### config.mk
export PLATFORM = sky130hd
export DESIGN_NAME = fp_divider_flat
export DESIGN_NICKNAME = d
export VERILOG_FILES = /design/src/rtl/fp_pkg.sv /design/src/rtl/fp_divider_if.sv /design/src/rtl/fp_div_step.sv /design/src/rtl/fp_divider.sv /design/src/flat_wrapper.sv
export SDC_FILE = /design/constraint.sdc
export NUM_CORES = 1
export LEC_CHECK = 0
export ABC_AREA = 1
export BUFFER_PORTS_ARGS = -buffer_cell sky130_fd_sc_hd__buf_2
export CORE_AREA = 5 5 154 156
export DETAILED_ROUTE_END_ITERATION = 7
export DIE_AREA = 0 0 159 161
export PLACE_DENSITY = 0.83
export SYNTH_ARGS = -nofsm -noshare
export SYNTH_HDL_FRONTEND = slang
export SYNTH_SLANG_ARGS = --single-unit
### constraint.sdc
create_clock -name clk -period 5.9 [get_ports clk]
set_clock_uncertainty 0.2 [all_clocks]
set_input_delay 0.295 -clock clk [delete_from_list [all_inputs] [get_ports clk]]
set_output_delay 0.295 -clock clk [all_outputs]
set_load 0.01 [all_outputs]
### src/rtl/fp_pkg.sv
// Constants and FSM state encoding shared by the single-precision FP blocks.
package fp_pkg;

  localparam int          BIAS    = 127;
  localparam logic [7:0]  EXP_MAX = 8'hFF;
  localparam logic [31:0] QNAN    = 32'h7FC0_0000;

  typedef enum logic [2:0] {
    IDLE   = 3'd0,
    UNPACK = 3'd1,
    DIVIDE = 3'd2,
    NORM   = 3'd3,
    PACK   = 3'd4
  } state_t;

endpackage

### src/rtl/fp_divider_if.sv
// Request/result bundle for fp_divider.
interface fp_divider_if;
  logic        start;
  logic [31:0] a;
  logic [31:0] b;
  logic        busy;
  logic        flag_done;
  logic        div_by_zero;
  logic [31:0] result;

  modport master (
    output start, a, b,
    input  busy, flag_done, div_by_zero, result
  );

  modport slave (
    input  start, a, b,
    output busy, flag_done, div_by_zero, result
  );
endinterface

### src/rtl/fp_div_step.sv
// One restoring-division iteration: conditional subtract, then shift left.
module fp_div_step (
  input  logic [25:0] rem,
  input  logic [23:0] mb,
  output logic        qbit,
  output logic [25:0] rem_next
);
  logic [25:0] diff;

  // Subtract when the divisor fits, then shift the partial remainder up
  always_comb begin
    qbit     = (rem >= {2'b00, mb});
    diff     = rem - {2'b00, mb};
    rem_next = qbit ? {diff[24:0], 1'b0} : {rem[24:0], 1'b0};
  end
endmodule

### src/rtl/fp_divider.sv
// Multi-cycle IEEE-754 single-precision divider; fixed 28-edge latency,
// truncating, denormals flushed to zero.
module fp_divider
  import fp_pkg::*;
(
  input  logic         clk,
  input  logic         reset,
  fp_divider_if.slave  bus
);

  state_t             state_q, state_d;
  logic [31:0]        a_q, a_d;
  logic [31:0]        b_q, b_d;
  logic               sign_q, sign_d;
  logic signed [9:0]  exp_q, exp_d;
  logic [23:0]        mb_q, mb_d;
  logic [25:0]        rem_q, rem_d;
  logic [24:0]        q_q, q_d;
  logic [4:0]         cnt_q, cnt_d;
  logic [22:0]        mant_q, mant_d;
  logic               nan_q, nan_d;
  logic               a_zero_q, a_zero_d;
  logic               b_zero_q, b_zero_d;
  logic               flag_done_q, flag_done_d;
  logic               div_by_zero_q, div_by_zero_d;
  logic [31:0]        result_q, result_d;

  logic [7:0]         ea, eb;
  logic [23:0]        ma, mb;
  logic               step_qbit;
  logic [25:0]        step_rem;

  assign ea = a_q[30:23];
  assign eb = b_q[30:23];
  assign ma = (ea == 8'd0) ? '0 : {1'b1, a_q[22:0]};
  assign mb = (eb == 8'd0) ? '0 : {1'b1, b_q[22:0]};

  fp_div_step u_step (
    .rem      (rem_q),
    .mb       (mb_q),
    .qbit     (step_qbit),
    .rem_next (step_rem)
  );

  // Next-state and datapath updates for every FSM phase
  always_comb begin
    state_d       = state_q;
    a_d           = a_q;
    b_d           = b_q;
    sign_d        = sign_q;
    exp_d         = exp_q;
    mb_d          = mb_q;
    rem_d         = rem_q;
    q_d           = q_q;
    cnt_d         = cnt_q;
    mant_d        = mant_q;
    nan_d         = nan_q;
    a_zero_d      = a_zero_q;
    b_zero_d      = b_zero_q;
    flag_done_d   = 1'b0;
    div_by_zero_d = div_by_zero_q;
    result_d      = result_q;

    case (state_q)
      IDLE: begin
        if (bus.start) begin
          a_d     = bus.a;
          b_d     = bus.b;
          state_d = UNPACK;
        end
      end
      UNPACK: begin
        sign_d   = a_q[31] ^ b_q[31];
        exp_d    = $signed({2'b00, ea}) - $signed({2'b00, eb}) + $signed(10'(BIAS));
        mb_d     = mb;
        rem_d    = {2'b00, ma};
        q_d      = '0;
        cnt_d    = '0;
        nan_d    = (ea == EXP_MAX) || (eb == EXP_MAX);
        a_zero_d = (ea == 8'd0);
        b_zero_d = (eb == 8'd0);
        state_d  = DIVIDE;
      end
      DIVIDE: begin
        rem_d = step_rem;
        q_d   = {q_q[23:0], step_qbit};
        cnt_d = cnt_q + 5'd1;
        if (cnt_q == 5'd24) state_d = NORM;
      end
      NORM: begin
        // The leading one is implicit, so only the 23 fraction bits are kept
        if (q_q[24]) begin
          mant_d = q_q[23:1];
        end else begin
          mant_d = q_q[22:0];
          exp_d  = exp_q - 10'sd1;
        end
        state_d = PACK;
      end
      PACK: begin
        flag_done_d   = 1'b1;
        div_by_zero_d = 1'b0;
        if (nan_q || (a_zero_q && b_zero_q)) begin
          result_d = QNAN;
        end else if (b_zero_q) begin
          result_d      = {sign_q, EXP_MAX, 23'b0};
          div_by_zero_d = 1'b1;
        end else if (a_zero_q) begin
          result_d = '0;
        end else if (exp_q >= 10'sd255) begin
          result_d = {sign_q, EXP_MAX, 23'b0};
        end else if (exp_q <= 10'sd0) begin
          result_d = '0;
        end else begin
          result_d = {sign_q, exp_q[7:0], mant_q};
        end
        state_d = IDLE;
      end
      default: state_d = IDLE;
    endcase
  end

  // State and datapath registers, asynchronously cleared
  always_ff @(posedge clk or posedge reset) begin
    if (reset) begin
      state_q       <= IDLE;
      a_q           <= '0;
      b_q           <= '0;
      sign_q        <= 1'b0;
      exp_q         <= '0;
      mb_q          <= '0;
      rem_q         <= '0;
      q_q           <= '0;
      cnt_q         <= '0;
      mant_q        <= '0;
      nan_q         <= 1'b0;
      a_zero_q      <= 1'b0;
      b_zero_q      <= 1'b0;
      flag_done_q   <= 1'b0;
      div_by_zero_q <= 1'b0;
      result_q      <= '0;
    end else begin
      state_q       <= state_d;
      a_q           <= a_d;
      b_q           <= b_d;
      sign_q        <= sign_d;
      exp_q         <= exp_d;
      mb_q          <= mb_d;
      rem_q         <= rem_d;
      q_q           <= q_d;
      cnt_q         <= cnt_d;
      mant_q        <= mant_d;
      nan_q         <= nan_d;
      a_zero_q      <= a_zero_d;
      b_zero_q      <= b_zero_d;
      flag_done_q   <= flag_done_d;
      div_by_zero_q <= div_by_zero_d;
      result_q      <= result_d;
    end
  end

  assign bus.busy        = (state_q != IDLE);
  assign bus.flag_done   = flag_done_q;
  assign bus.div_by_zero = div_by_zero_q;
  assign bus.result      = result_q;

endmodule

### src/flat_wrapper.sv
// flat-port wrapper written by rule: the top's interface ports become plain ports
module fp_divider_flat import fp_pkg::*;
  (clk, reset, bus_start, bus_a, bus_b, bus_busy, bus_flag_done, bus_div_by_zero, bus_result);
  fp_divider_if bus_i ();
  input  logic clk;
  input  logic reset;
  input wire logic [$bits(bus_i.start)-1:0] bus_start;
  input wire logic [$bits(bus_i.a)-1:0] bus_a;
  input wire logic [$bits(bus_i.b)-1:0] bus_b;
  output wire logic [$bits(bus_i.busy)-1:0] bus_busy;
  output wire logic [$bits(bus_i.flag_done)-1:0] bus_flag_done;
  output wire logic [$bits(bus_i.div_by_zero)-1:0] bus_div_by_zero;
  output wire logic [$bits(bus_i.result)-1:0] bus_result;
  assign bus_i.start = bus_start;
  assign bus_i.a = bus_a;
  assign bus_i.b = bus_b;
  assign bus_busy = bus_i.busy;
  assign bus_flag_done = bus_i.flag_done;
  assign bus_div_by_zero = bus_i.div_by_zero;
  assign bus_result = bus_i.result;
  fp_divider u_core (.clk(clk), .reset(reset), .bus(bus_i));
endmodule
* Word-level counts from Yosys, hierarchy flattened
Cells that the tools add are included.
** Operators by class
- Add/sub/neg operators :: 5
- $lt $le $gt $ge :: 3
- Equal/unequal tests :: 10
- Bitwise logic cells :: 1
- Reductions and logical operators :: 12
- Mux-type cells :: 20
** Operators by type and width (count)
- $mux W32 :: 5
- $pmux W26 S2 :: 1
- $pmux W25 S2 :: 1
- $mux W24 :: 2
- $ge A26 B24 Y1 :: 1
- $mux W26 :: 1
- $sub A25 B24 Y25 :: 1
- $mux W23 :: 1
- $pmux W10 S2 :: 1
- $eq A8 B8 Y1 const B :: 2
- $logic_not A8 Y1 :: 2
- $pmux W3 S4 :: 1
- $add A10 B8 Y10 const B :: 1
- $ge A10 B9 Y1 const B :: 1
- $le A10 B1 Y1 const B :: 1
- $mux W10 :: 1
- $pmux W5 S2 :: 1
- $sub A10 B2 Y10 const B :: 1
- $sub A8 B8 Y9 :: 1
- $eq A3 B2 Y1 const B :: 2
- $mux W3 :: 2
- $reduce_and A2 Y1 :: 3
- $add A5 B1 Y5 const B :: 1
- $eq A5 B5 Y1 const B :: 1
- other kinds (11) :: 16
** Storage, ports and cells
- Register bits after elaboration :: 218
- Word-level logic and storage cells :: 67
- Output and inout bits :: 35

* Logic depth before layout (Yosys ltp)
Gate-level depths: netlist of the first run.
- Depth in word-level cells :: 6
- Gate-level depth with buffers :: 17
- Gate-level depth less buffers :: 17

* Hierarchy
A second synthesis of the first run with hierarchy kept.
** Second synthesis, totals
- Cells, all modules :: 1440
- Area total of the unflattened synthesis :: 12051.6 um^2
** Modules (own cells, without submodules)
- fp_divider :: area each 9509.1 um^2, cells each 936, sequential area each 5455.2 um^2, times used 1
- fp_div_step :: area each 2542.4 um^2, cells each 504, sequential area each 0.0 um^2, times used 1

* Worst setup path before layout of the first run
OpenSTA, ideal clock, no wires.
- Kind :: reg-to-reg
- From :: register u_core.rem_q[0]
- To :: register u_core.rem_q[13]
- Setup time :: 77 ps
- Data required time :: 5623 ps
- Arrival :: 1914 ps
- Clock period less this slack :: 2191 ps
- Path slack :: 3709 ps
- Cell stages (with the launch flop) :: 13
- Path buffers :: 1
- Path through :: dfrtp_1 -> inv_1 -> ha_1 -> inv_1 -> fa_1 -> nand3_1 -> nand3_2 -> nand2_1 -> nand3_2 -> buf_2 -> nand2_1 -> nand3_1 -> a21oi_1
** Between the ends
- Word-level cells in the longest chain between the ends :: 3
- Elaborated cells on any way between the ends :: 4
- Classes of those cells :: add/sub: 1; order compare: 1; mux: 2
** Ends and longest elaborated chain
- from (decl) :: RTL line fp_divider.sv:17 : logic [25:0] rem_q, rem_d;
- from (signal assigned) :: RTL line fp_divider.sv:149 : rem_q <= rem_d;
- $sub A25 B24 Y25 / $ge A26 B24 Y1 (equally long branches) :: RTL line fp_div_step.sv:13, fp_div_step.sv:12
- $mux W26 * :: RTL line fp_div_step.sv:14 : rem_next = qbit ? {diff[24:0], 1'b0} : {rem[24:0], 1'b0};
- $pmux W26 S2 * :: RTL line fp_divider.sv:64 : case (state_q)
Mark *: on every way between the ends. The rest lies on a longest branch, timed or not.
A chain may end at the register's enable or synchronous reset.

* Worst setup path after layout of the first run
- From :: register u_core.rem_q[0]
- To :: register u_core.rem_q[24]
Same word-level chain as after synthesis.

==> results of run 1 <==
-- worst min path at each step --
stage                                             end  slack [ps]  depth (start not counted)
finish                    u_core.cnt_q[4]$_DFFE_PP0P_         270                          1
global route        u_core.bus.result[14]$_DFFE_PP0P_         290                          2
CTS                     u_core.state_q[0]$_DFFE_PP0P_         270                          1
detailed placement      u_core.state_q[0]$_DFFE_PP0P_         260                          1
global placement        u_core.state_q[0]$_DFFE_PP0P_         250                          1
floorplan               u_core.state_q[0]$_DFFE_PP0P_         230                          1
-- layout make-up --
class	instances	area, um^2	area share
Multi-Input combinational cell	959	4970	0.360
Clock buffer	36	696	0.0504
Tap cell	285	357	0.0258
Timing Repair Buffer	174	1230	0.0892
Sequential cell	218	5460	0.395
Antenna cell	1	2.50	0.000181
Inverter	270	1020	0.0737
Clock inverter	7	80.1	0.00580
-- worst max-delay path: cells and delay by family (launching register included) --
| family | cells | cell delay [ps] |
|---|---|---|
| AO/OA/AOI/OAI | 1 | 70 |
| flip-flops | 1 | 360 |
| AND/OR/NAND/NOR | 7 | 2050 |
| buffers and inverters | 2 | 170 |
| adder cells (fa/ha/maj) | 2 | 620 |
-- cells in the mapped netlist (3+ instances only) --
| cell | n |
|---|---|
| o211ai_1 | 25 |
| o21ai_0 | 68 |
| nand3_2 | 3 |
| o21ai_1 | 21 |
| inv_2 | 13 |
| o22ai_1 | 47 |
| o21bai_1 | 4 |
| nand2_1 | 323 |
| nand3_1 | 65 |
| dfrtp_1 | 218 |
| nand4_1 | 30 |
| buf_6 | 4 |
| buf_2 | 15 |
| ha_1 | 39 |
| nor4_1 | 10 |
| a21oi_1 | 119 |
| nand2_2 | 3 |
| nor3_1 | 7 |
| inv_1 | 256 |
| nand3b_1 | 8 |
| clkbuf_1 | 36 |
| mux2_2 | 13 |
| o21a_1 | 3 |
| nor2_2 | 5 |
| xor2_1 | 5 |
| xnor2_1 | 10 |
| nor2_1 | 134 |
-- power by group through the flow --
stage          combinational [uW]  sequential (uW)  clock, uW
2_1_floorplan                3510             2280          0
3_3_place_gp                 4380             2310          0
3_5_place_dp                 4480             2330          0
4_1_cts                      4540             2310       1490
5_1_grt                      5210             2380       1560
6_report                     4590             2320       1470
-- metrics by stage --
stage                     hold WS, ps  instances  instance area, um^2
after floorplan                   234       1505                11700
final                             266       1950                13800
after detailed placement          258       1840                12400
after global placement            251       1840                12400
after CTS                         267       1949                13800
after global routing              293       1950                13800
-- per-layer routing --
metal	global-route usage	vias to the layer above	share of wire
met2	0.390	287	0.47
met5	0	-	0
met3	0.0327	61	0.055
met4	0.0617	0	0.024
met1	0.304	4864	0.45
li1	-	5139	-
-- what timing repair did --
| action | in CTS | in global routing |
|---|---|---|
| resized for setup | 0 | 0 |
| endpoints found under the hold margin | 127 | 0 |
| hold buffers | 66 | 0 |
-- registers in the layout (all words and copies together) (netlist names), 5 cells and up --
register,cells
u_core.cnt_q,5
u_core.a_q,32
u_core.q_q,25
u_core.exp_q,10
u_core.mant_q,23
u_core.mb_q,24
u_core.bus.result,32
u_core.b_q,32
u_core.rem_q,26
-- cells in the final DEF (no fill, tap or decap), types with 13 or more instances in the layout --
master         instances
o22ai_1               47
buf_2                101
o211ai_1              25
clkbuf_16             24
nor2_1               134
nand3_1               64
nand2_1              322
a21oi_1              119
inv_1                255
o21ai_1               21
dlygate4sd3_1         66
inv_2                 13
mux2_2                13
ha_1                  39
dfrtp_1              218
nand4_1               30
o21ai_0               68
-- cell families (layout without fill, tap and decap cells) --
group,count (synthesis),count (layout),synth area share
multiplexers,13,13,0.0125
buffers and inverters,328,487,0.110
flip-flops,218,218,0.466
AO/OA/AOI/OAI,297,297,0.141
AND/OR/NAND/NOR,594,594,0.215
other,0,1,0
XOR/XNOR,15,15,0.0112
adder cells (fa/ha/maj),40,40,0.0434
==> impl_metrics.csv, run 1 <==
group,metric,value,unit
worst_setup_path,cp-endpoint,"u_core.rem_q[24]$_DFFE_PP0P_",
worst_setup_path,cp_max_fo,26,
final_layout,nNetsFinal,1754,
worst_setup_path,worstReg2RegEnd,"u_core.rem_q[24]$_DFFE_PP0P_",
run_status,status,"complete, no violations",
worst_setup_path,arrival,3800,ps
die,dieArea,25600,um^2
run,drv_cap,0,
synthesis,synth_top_area_share,0.466,
synthesis,syn_avg_cell_area,7.77,um^2
die,rows,55,
hold_path,min_from,"u_core.cnt_q[4]$_DFFE_PP0P_",
clock_network,max-clock-path-buffers,3,
drt,wl_per_cell,15.1,um
die,die_h,161,um
drt,drt_iter0_markers,685,
worst_setup_path,startpoint,"u_core.rem_q[0]$_DFFE_PP0P_",
die,io_pins,102,
timing,min_period_over_period,0.615,
timing,slew_violations,0,
final_layout,nFillCells,1893,
pwr,power.internal,4480,uW
pwr,power.switching,3890,uW
place,pre_cts_slack,2310,ps
drt,firstDrtPassIters,5,
pwr,power_density,606,nW/um^2
worst_setup_path,crit_top_cell,"nand2_1",
worst_setup_path,setup.worst_path.class,"flop to flop",
drt,wl,29.5,mm
timing,setup_ws,2270,ps
drt,postRouteAntennaNets,0,
worst_setup_path,crit_path_max_incr_delay,680,ps
pwr,swShare,0.465,
die,core,22200,um^2
pwr,p_leak,0.00709,uW
hold_path,hp-class,"flop to flop",
clock_network,path_clk_slew,60,ps
worst_setup_path,crit_path_end_kind,"flop",
clock_network,clkLatencyLatePin,520,ps
worst_setup_path,required,6070,ps
timing,rsz0062_at_grt,"no",
synthesis,async_flop_share,1.00,
pwr,total_power,8370,uW
synthesis,seq_area_frac_synth,0.466,
die,initial_core_util,0.526,
global_route,grt_use_total,0.227,
global_route,overflow,0,
worst_setup_path,regToRegStartpoint,"u_core.rem_q[0]$_DFFE_PP0P_",
worst_setup_path,crit_path_start_kind,"flop",
drt,vias,10400,
global_route,antenna_found_initial,1,
clock_network,cts_max_level,1,
clock_network,cts_made_buffers,24,
pwr,p_comb_frac,0.548,
synthesis,synth_seq_cells,218,
place,port_buffers,101,
synthesis,netlist_area,11700,um^2
final_layout,fin_util,0.621,
synthesis,synth_cells,1505,
drt,drc,0,
clock_network,post-cts-setup-buffers,0,
place,place_congestion,0.997,
worst_setup_path,path_cells,"inv_1 > ha_1 > inv_1 > fa_1 > nand3_1 > nand3_2 > nand2_1 > nand3_2 > nand2_1 > nand2_1 > nand2_1 > o21ai_0",
global_route,first_global_vias,10100,
synthesis,synth_top_area_cell,"dfrtp_1",
timing,hold_viol,0,
final_layout,drive_gt1_frac,0.114,
synthesis,synth_area_leaders,"dfrtp_1 (47%), nand2_1 (10%), inv_1 (8.2%), a21oi_1 (5.1%), nor2_1 (4.3%)",
synthesis,synth_edf_count,0,
global_route,grt_pass1_wl,49.5,mm
drt,viasPerCell,5.31,
clock_network,cts-root-buf,"clkbuf_16",
pwr,p_clk_frac,0.175,
final_layout,syn2layout_area_growth,18.0,%
timing,slew_headroom,0.317,
pwr,ir_worst_vdd,0.343,mV
synthesis,yosysWarnings,0,
synthesis,ys.flop_type,"dfrtp_1",
worst_setup_path,rr_worst_depth,12,
timing,max_freq,0.276,GHz
die,die_w,159,um
timing,worstMarginPinSlew,1020,ps
place,dp_hpwl,19.8,mm
pwr,pwr-share-seq,0.277,
timing,period_minus_slack,3630,ps
synthesis,synth_cell_types,44,
worst_setup_path,slowest_stage,"nand3_2",
timing,setup_viol,0,
timing,fin_setup_tns,0,ps
clock_network,cts_tree,"done",
global_route,grt_max_degree,157,
synthesis,synth_nets,1612,
clock_network,clock_sinks,218,
worst_setup_path,reg2reg_slack,2270,ps
(Power assumes the default switching activity.)
==> run 2, diff against run 1 <==
Settings changed: ABC_AREA 1 to 0, CORE_AREA 5 5 154 156 to 5 5 148 150, DIE_AREA 0 0 159 161 to 0 0 153 155, PLACE_DENSITY 0.83 to 0.84.
Clock period 5.9 ns to 3.1 ns, I/O delays scaled along.
==> run 2 against run 1 <==
The flow now finishes with violations (negative setup slack); wire length decreased by 10%; cell count decreased by 23%; synthesized area decreased by 7.2%; via count decreased by 17%; design area decreased by 3.8%; critical path depth decreased by 1; die area decreased by 7.4%; non-clock buffer count increased by 27; worst setup slack got worse by 2300 ps; fmax increased by 16%; core utilization increased by 2.5 points; highest routed layer unchanged.
==> impl_metrics.csv, run 2 <==
group,metric,value,unit
run_status,status,"complete, but fails checks",
run_status,violations,"negative setup slack",
clock_network,cts_max_level,1,
clock_network,cts_tree,"done",
clock_network,cts-root-buf,"clkbuf_16",
final_layout,final_common_cell,"dfrtp_1",
worst_setup_path,crit_path_end_kind,"flop",
worst_setup_path,rr_worst_depth,11,
timing,fin_setup_tns,-20.0,ps
synthesis,synth_cell_types,71,
die,rows,53,
timing,worstMarginPinSlew,998,ps
timing,hold_viol,0,
pwr,power_density,1210,nW/um^2
drt,postRouteAntennaNets,0,
timing,min_period_over_period,1.01,
synthesis,synth_cells,1035,
pwr,total_power,16000,uW
synthesis,synth_top_family_by_area,"compound AO/OA/AOI/OAI gates",
timing,setup_viol,1,
synthesis,ys_top_cells_by_count,"dfrtp_1 (218), nand2_1 (105), o21ai_0 (94)",
timing,max_freq,0.321,GHz
drt,drt_iter0_markers,557,
clock_network,clock_sinks,218,
worst_setup_path,required,3350,ps
global_route,first_global_vias,8838,
final_layout,syn2layout_area_growth,22.3,%
drt,drc,0,
drt,viasPerCell,5.77,
worst_setup_path,cp_max_fo,5,
synthesis,synth_seq_cells,218,
place,port_buffers,101,
synthesis,synth_top_area_share,0.502,
global_route,grt_max_degree,97,
worst_setup_path,setup.worst_path.class,"flop to flop",
die,die_h,155,um
synthesis,synth_compound_area_frac,0.181,
timing,period_minus_slack,3120,ps
timing,setup_ws,-20.0,ps
synthesis,synth_edf_count,0,
synthesis,yosysWarnings,0,
pwr,ir_worst_vdd,0.716,mV
run,drv_cap,0,
drt,wl_per_cell,17.7,um
synthesis,netlist_area,10900,um^2
die,io_pins,102,
die,initial_core_util,0.528,
global_route,grt_pass1_wl,45.0,mm
global_route,overflow,0,
drt,firstDrtPassIters,5,
final_layout,antenna_cells,0,
synthesis,yosys.area_share.xor_xnor,0.0290,
synthesis,async_flop_share,1.00,
global_route,grt_use_total,0.225,
worst_setup_path,arrival,3370,ps
drt,vias,8617,
worst_setup_path,crit_path_start_kind,"flop",
global_route,antenna_found_initial,0,
final_layout,layout_common_cells,"dfrtp_1 (218), nand2_1 (105), buf_2 (101), o21ai_0 (90), dlygate4sd3_1 (66)",
clock_network,path_clk_slew,60,ps
place,dp_hpwl,17.2,mm
final_layout,fin_util,0.646,
clock_network,clkLatencyLatePin,510,ps
synthesis,yosysMostFrequentCell,"dfrtp_1",
die,core,20600,um^2
synthesis,seq_area_frac_synth,0.502,
synthesis,synth_area_leaders,"dfrtp_1 (50%), mux2_2 (5.9%), ha_1 (4.5%), o21ai_0 (4.3%), a22o_1 (4.0%)",
die,die_w,153,um
synthesis,synth-simple-area-share,0.111,
synthesis,synth_fa_ha_area_frac,0.0486,
final_layout,drive_gt1_frac,0.209,
hold_path,hp-class,"input pin to async pin",
synthesis,synth_nets,1142,
timing,rsz0062_at_grt,"yes",
place,pre_cts_slack,-84.0,ps
clock_network,max-clock-path-buffers,3,
timing,slew_headroom,0.330,
die,dieArea,23700,um^2
final_layout,nNetsFinal,1312,
synthesis,syn_avg_cell_area,10.5,um^2
drt,wl,26.5,mm
synthesis,ys.flop_type,"dfrtp_1",
synthesis,muxShareOfSynthArea,0.0932,
clock_network,cts_made_buffers,23,
timing,slew_violations,0,
place,place_congestion,0.945,
synthesis,synth_top_area_cell,"dfrtp_1",
pwr,p_leak,0.00607,uW
## run 2: cell count changes after synthesis, sizes merged, moves of 45 or more
cell   previous run  this run
a21oi           120        61
nand2           326       105
inv             269        43
a22o              0        49
nand3            68        13
nor2            140        42
o22ai            47         2
## run 2: path summary, 6_finish.rpt
| check | end | slack [ps] | startpoint |
|---|---|---|---|
| setup / recovery | u_core.rem_q[25]$_DFFE_PP0P_ | -20 | u_core.mb_q[0]$_DFFE_PP0P_ |
| hold / removal | u_core.mb_q[7]$_DFFE_PP0P_ | 100 | reset |
| setup reg to reg | u_core.rem_q[25]$_DFFE_PP0P_ | -20 | u_core.mb_q[0]$_DFFE_PP0P_ |
| hold reg to reg | u_core.bus.result[22]$_DFFE_PP0P_ | 270 | u_core.bus.result[22]$_DFFE_PP0P_ |
| max in group asynchronous | u_core.bus.result[9]$_DFFE_PP0P_ | 1680 | reset |
| min in group clk | u_core.b_q[17]$_DFFE_PP0P_ | 220 | bus_b[17] |
## run 2: cells by family (layout without fill, tap and decap cells)
kind of cell    Yosys count  count (layout)
flops                   218             218
mux                      94              94
xor+xnor                 36              36
fa+ha+maj                42              42
compound gates          294             294
buf+inv                 100             284
simple gates            251             251
## run 2: repair_timing
item | in CTS | in global routing
setup buffers | 6 | 2
hold endpoints to repair | 90 | 0
hold buffers | 66 | 0
resized for setup | 10 | 14
pin swaps | 9 | 13
setup endpoints to repair | 17 | 27
gates cloned | 0 | 0
## run 2: final cells by class
type / count / area (um^2)
multi-input cells: 717 / 5100
repair buffers: 201 / 1480
flip-flops and latches: 218 / 5460
clock buffers: 34 / 667
inverters: 44 / 169
fillers: 1564 / 7280
clock inverters: 5 / 58.8
well taps: 275 / 344
## run 2: where the power goes
group | leakage (uW) | switching, uW | internal [uW]
Clock | 0.000349 | 1120 | 1570
Combinational | 0.00297 | 4650 | 3860
Sequential | 0.00275 | 877 | 3960
Total | 0.00607 | 6650 | 9390
## run 2: per-stage QoR
stage / hold WS [ps] / instances / area [um^2]
floorplan: 71.8 / 1035 / 10900
global placement: 90.5 / 1381 / 11700
detailed placement: 89.5 / 1381 / 11700
CTS: 93.7 / 1492 / 13200
global route: 155 / 1494 / 13300
finish: 96.6 / 1494 / 13300
## run 2: metal layers
metal | GRT usage | routed length [um]
met4 | 0.0789 | 964
met1 | 0.292 | 11200
met5 | 0 | 0
met2 | 0.389 | 13000
met3 | 0.0339 | 1260
## run 2: worst max-delay path: stages (launching register included)
cell,delay [ps]
dfrtp_1,390
ha_2,200
inv_2,60
fa_2,200
a211oi_2,80
o211a_1,260
or4_4,540
a211oi_4,280
a2bb2oi_4,220
buf_6,140
or4b_1,420
nand2_1,60
==> run 3, diff against run 2 <==
Settings changed: CORE_AREA 5 5 148 150 to 5 5 127 189, DIE_AREA 0 0 153 155 to 0 0 132 194, PLACE_DENSITY 0.84 to 0.79.
==> run 3 against run 2 <==
The flow still finishes with violations (negative setup slack); sequential power about the same; sequential share of layout area down 0.23 points; die area up 8.0%; flip-flop and latch count stayed put; combinational power rose by 2%; cell count grew 0.47%; first-iteration DRC count decreased by 9.3%; hold slack worse by 46 ps; count of clock-buffer cells in the layout down 4; power grew 0.78%; largest cell class unchanged; highest routed layer unchanged.
==> impl_metrics.csv, run 3 (synthesis gave the netlist of run 2 again) <==
group,metric,value,unit
worst_setup_path,setup.worst_path.class,"flop to flop",
timing,setup_viol,6,
final_layout,nNetsFinal,1318,
timing,slew_headroom,0.228,
timing,period_minus_slack,3140,ps
worst_setup_path,rr_worst_depth,11,
final_layout,multiInputGateArea,5110,um^2
timing,hold_viol,0,
die,dieArea,25600,um^2
pwr,ir_worst_vdd,0.663,mV
worst_setup_path,crit_path_end_kind,"flop",
clock_network,cts-root-buf,"clkbuf_16",
die,rows,67,
worst_setup_path,required,3340,ps
die,die_w,132,um
clock_network,clock_sinks,218,
timing,min_period_over_period,1.01,
drt,viasPerCell,5.73,
die,io_pins,102,
place,dpl_cell_area,11800,um^2
drt,drc,0,
die,core,22200,um^2
pwr,power_density,1210,nW/um^2
worst_setup_path,worstReg2RegEnd,"u_core.rem_q[25]$_DFFE_PP0P_",
run_status,status,"complete, but fails checks",
drt,vias,8607,
final_layout,drive_gt1_frac,0.216,
worst_setup_path,crit_path_start_kind,"flop",
timing,holdWs,50.7,ps
drt,wl_per_cell,17.9,um
global_route,first_global_vias,9188,
clock_network,cts_tree,"done",
timing,max_freq,0.319,GHz
run_status,violations,"negative setup slack",
global_route,grt_pass1_wl,44.9,mm
drt,firstDrtPassIters,5,
place,place_congestion,0.899,
final_layout,final_common_cell,"dfrtp_1",
worst_setup_path,arrival,3380,ps
final_layout,nFillCells,1764,
drt,postRouteAntennaNets,0,
worst_setup_path,path_cells,"ha_4 > inv_2 > fa_2 > a211oi_2 > o211a_1 > or4_4 > a211oi_4 > a2bb2oi_4 > buf_6 > or4b_1 > nand2_1",
clock_network,clkLatencyLatePin,510,ps
worst_setup_path,cp-endpoint,"u_core.rem_q[25]$_DFFE_PP0P_",
clock_network,cts_max_level,1,
worst_setup_path,reg2reg_slack,-40,ps
timing,setup_ws,-36.8,ps
worst_setup_path,slowest_stage,"or4_4",
clock_network,path_clk_slew,60,ps
die,initial_core_util,0.489,
worst_setup_path,cp_max_fo,4,
worst_setup_path,startpoint,"u_core.mb_q[0]$_DFFE_PP0P_",
final_layout,layout_common_cells,"dfrtp_1 (218), nand2_1 (105), buf_2 (101), o21ai_0 (90), dlygate4sd3_1 (66)",
clock_network,max-clock-path-buffers,3,
clock_network,cts_made_buffers,22,
place,dp_hpwl,17.9,mm
drt,drt_iter0_markers,505,
run,drv_cap,0,
final_layout,regArea,5460,um^2
hold_path,hp-class,"input pin to async pin",
final_layout,syn2layout_area_growth,23.0,%
timing,worstMarginPinSlew,1150,ps
global_route,antenna_found_initial,1,
timing,rsz0062_at_grt,"yes",
pwr,p_leak,0.00611,uW
drt,wl,26.9,mm
worst_setup_path,regToRegStartpoint,"u_core.mb_q[0]$_DFFE_PP0P_",
place,port_buffers,101,
timing,slew_violations,0,
global_route,grt_max_degree,90,
die,die_h,194,um
timing,fin_setup_tns,-79.8,ps
worst_setup_path,crit_path_max_incr_delay,540,ps
final_layout,design_area,13400,um^2
global_route,grt_use_total,0.207,
global_route,overflow,0,
==> run 3: cell types whose count changed in the layout (fill, tap and decap cells not counted), sizes merged <==
| cell | previous run | this run |
|---|---|---|
| clkbuf | 34 | 30 |
| buf | 135 | 142 |
| clkinv | 2 | 5 |
| diode | 0 | 1 |
| inv | 43 | 42 |
==> run 3: worst max-delay path, delay by kind of cell (launching register included) <==
kind / cells / cell delay [ps]
AOI/OAI and AO/OA: 4 / 860
buffers and inverters: 2 / 170
and+or+nand+nor: 3 / 1040
DFF: 1 / 420
adders and majority gates: 2 / 380
==> run 3: layer usage <==
layer / share of wire / global-route usage / vias up
met2: 0.53 / 0.381 / 200
met4: 0.044 / 0.0968 / 0
li1: - / - / 4109
met3: 0.038 / 0.0301 / 86
met5: 0 / 0 / -
met1: 0.39 / 0.232 / 4212
==> run 3: worst min path at each step <==
stage / to / slack [ps] / depth (start not counted)
floorplan: u_core.a_q[23]$_DFFE_PP0P_ / 70 / 2
global placement: u_core.b_q[3]$_DFFE_PP0P_ / 40 / 2
detailed placement: u_core.b_q[3]$_DFFE_PP0P_ / 30 / 2
CTS: u_core.b_q[5]$_DFFE_PP0P_ / 50 / 3
global route: u_core.b_q[5]$_DFFE_PP0P_ / 90 / 3
finish: u_core.b_q[5]$_DFFE_PP0P_ / 50 / 3
==> run 3: metrics by stage <==
step	std cells	setup slack (ps)	total power [uW]	utilization
3_3_place_gp	1390	35.6	12700	0.533
2_1_floorplan	1035	-95.1	10700	-
4_1_cts	1497	-37.9	15900	0.598
5_1_grt	1501	-112	17300	0.601
3_5_place_dp	1390	-28.0	13000	0.533
6_report	1501	-36.8	16200	0.601
==> run 3: what timing repair did <==
item                       CTS  global route
setup buffers                4             3
hold buffers                66             0
pin swaps                   11            11
hold endpoints to repair   196             0
resized for setup           12            14
setup endpoints to repair    8            25
==> run 3: area by class of cell <==
type	instances	area share
antenna	1	0.000187
clock buffer	30	0.0481
clock inverter	7	0.00600
inverter	44	0.0126
multi-input combinational	717	0.382
sequential	218	0.408
tap	276	0.0259
timing repair buffer	208	0.116
==> run 3: where the power goes <==
group | leakage (uW) | internal [uW] | total [uW] | switching (uW)
logic | 0.00301 | 3970 | 8680 | 4710
registers | 0.00275 | 3960 | 4840 | 875
clock network | 0.000349 | 1540 | 2650 | 1110
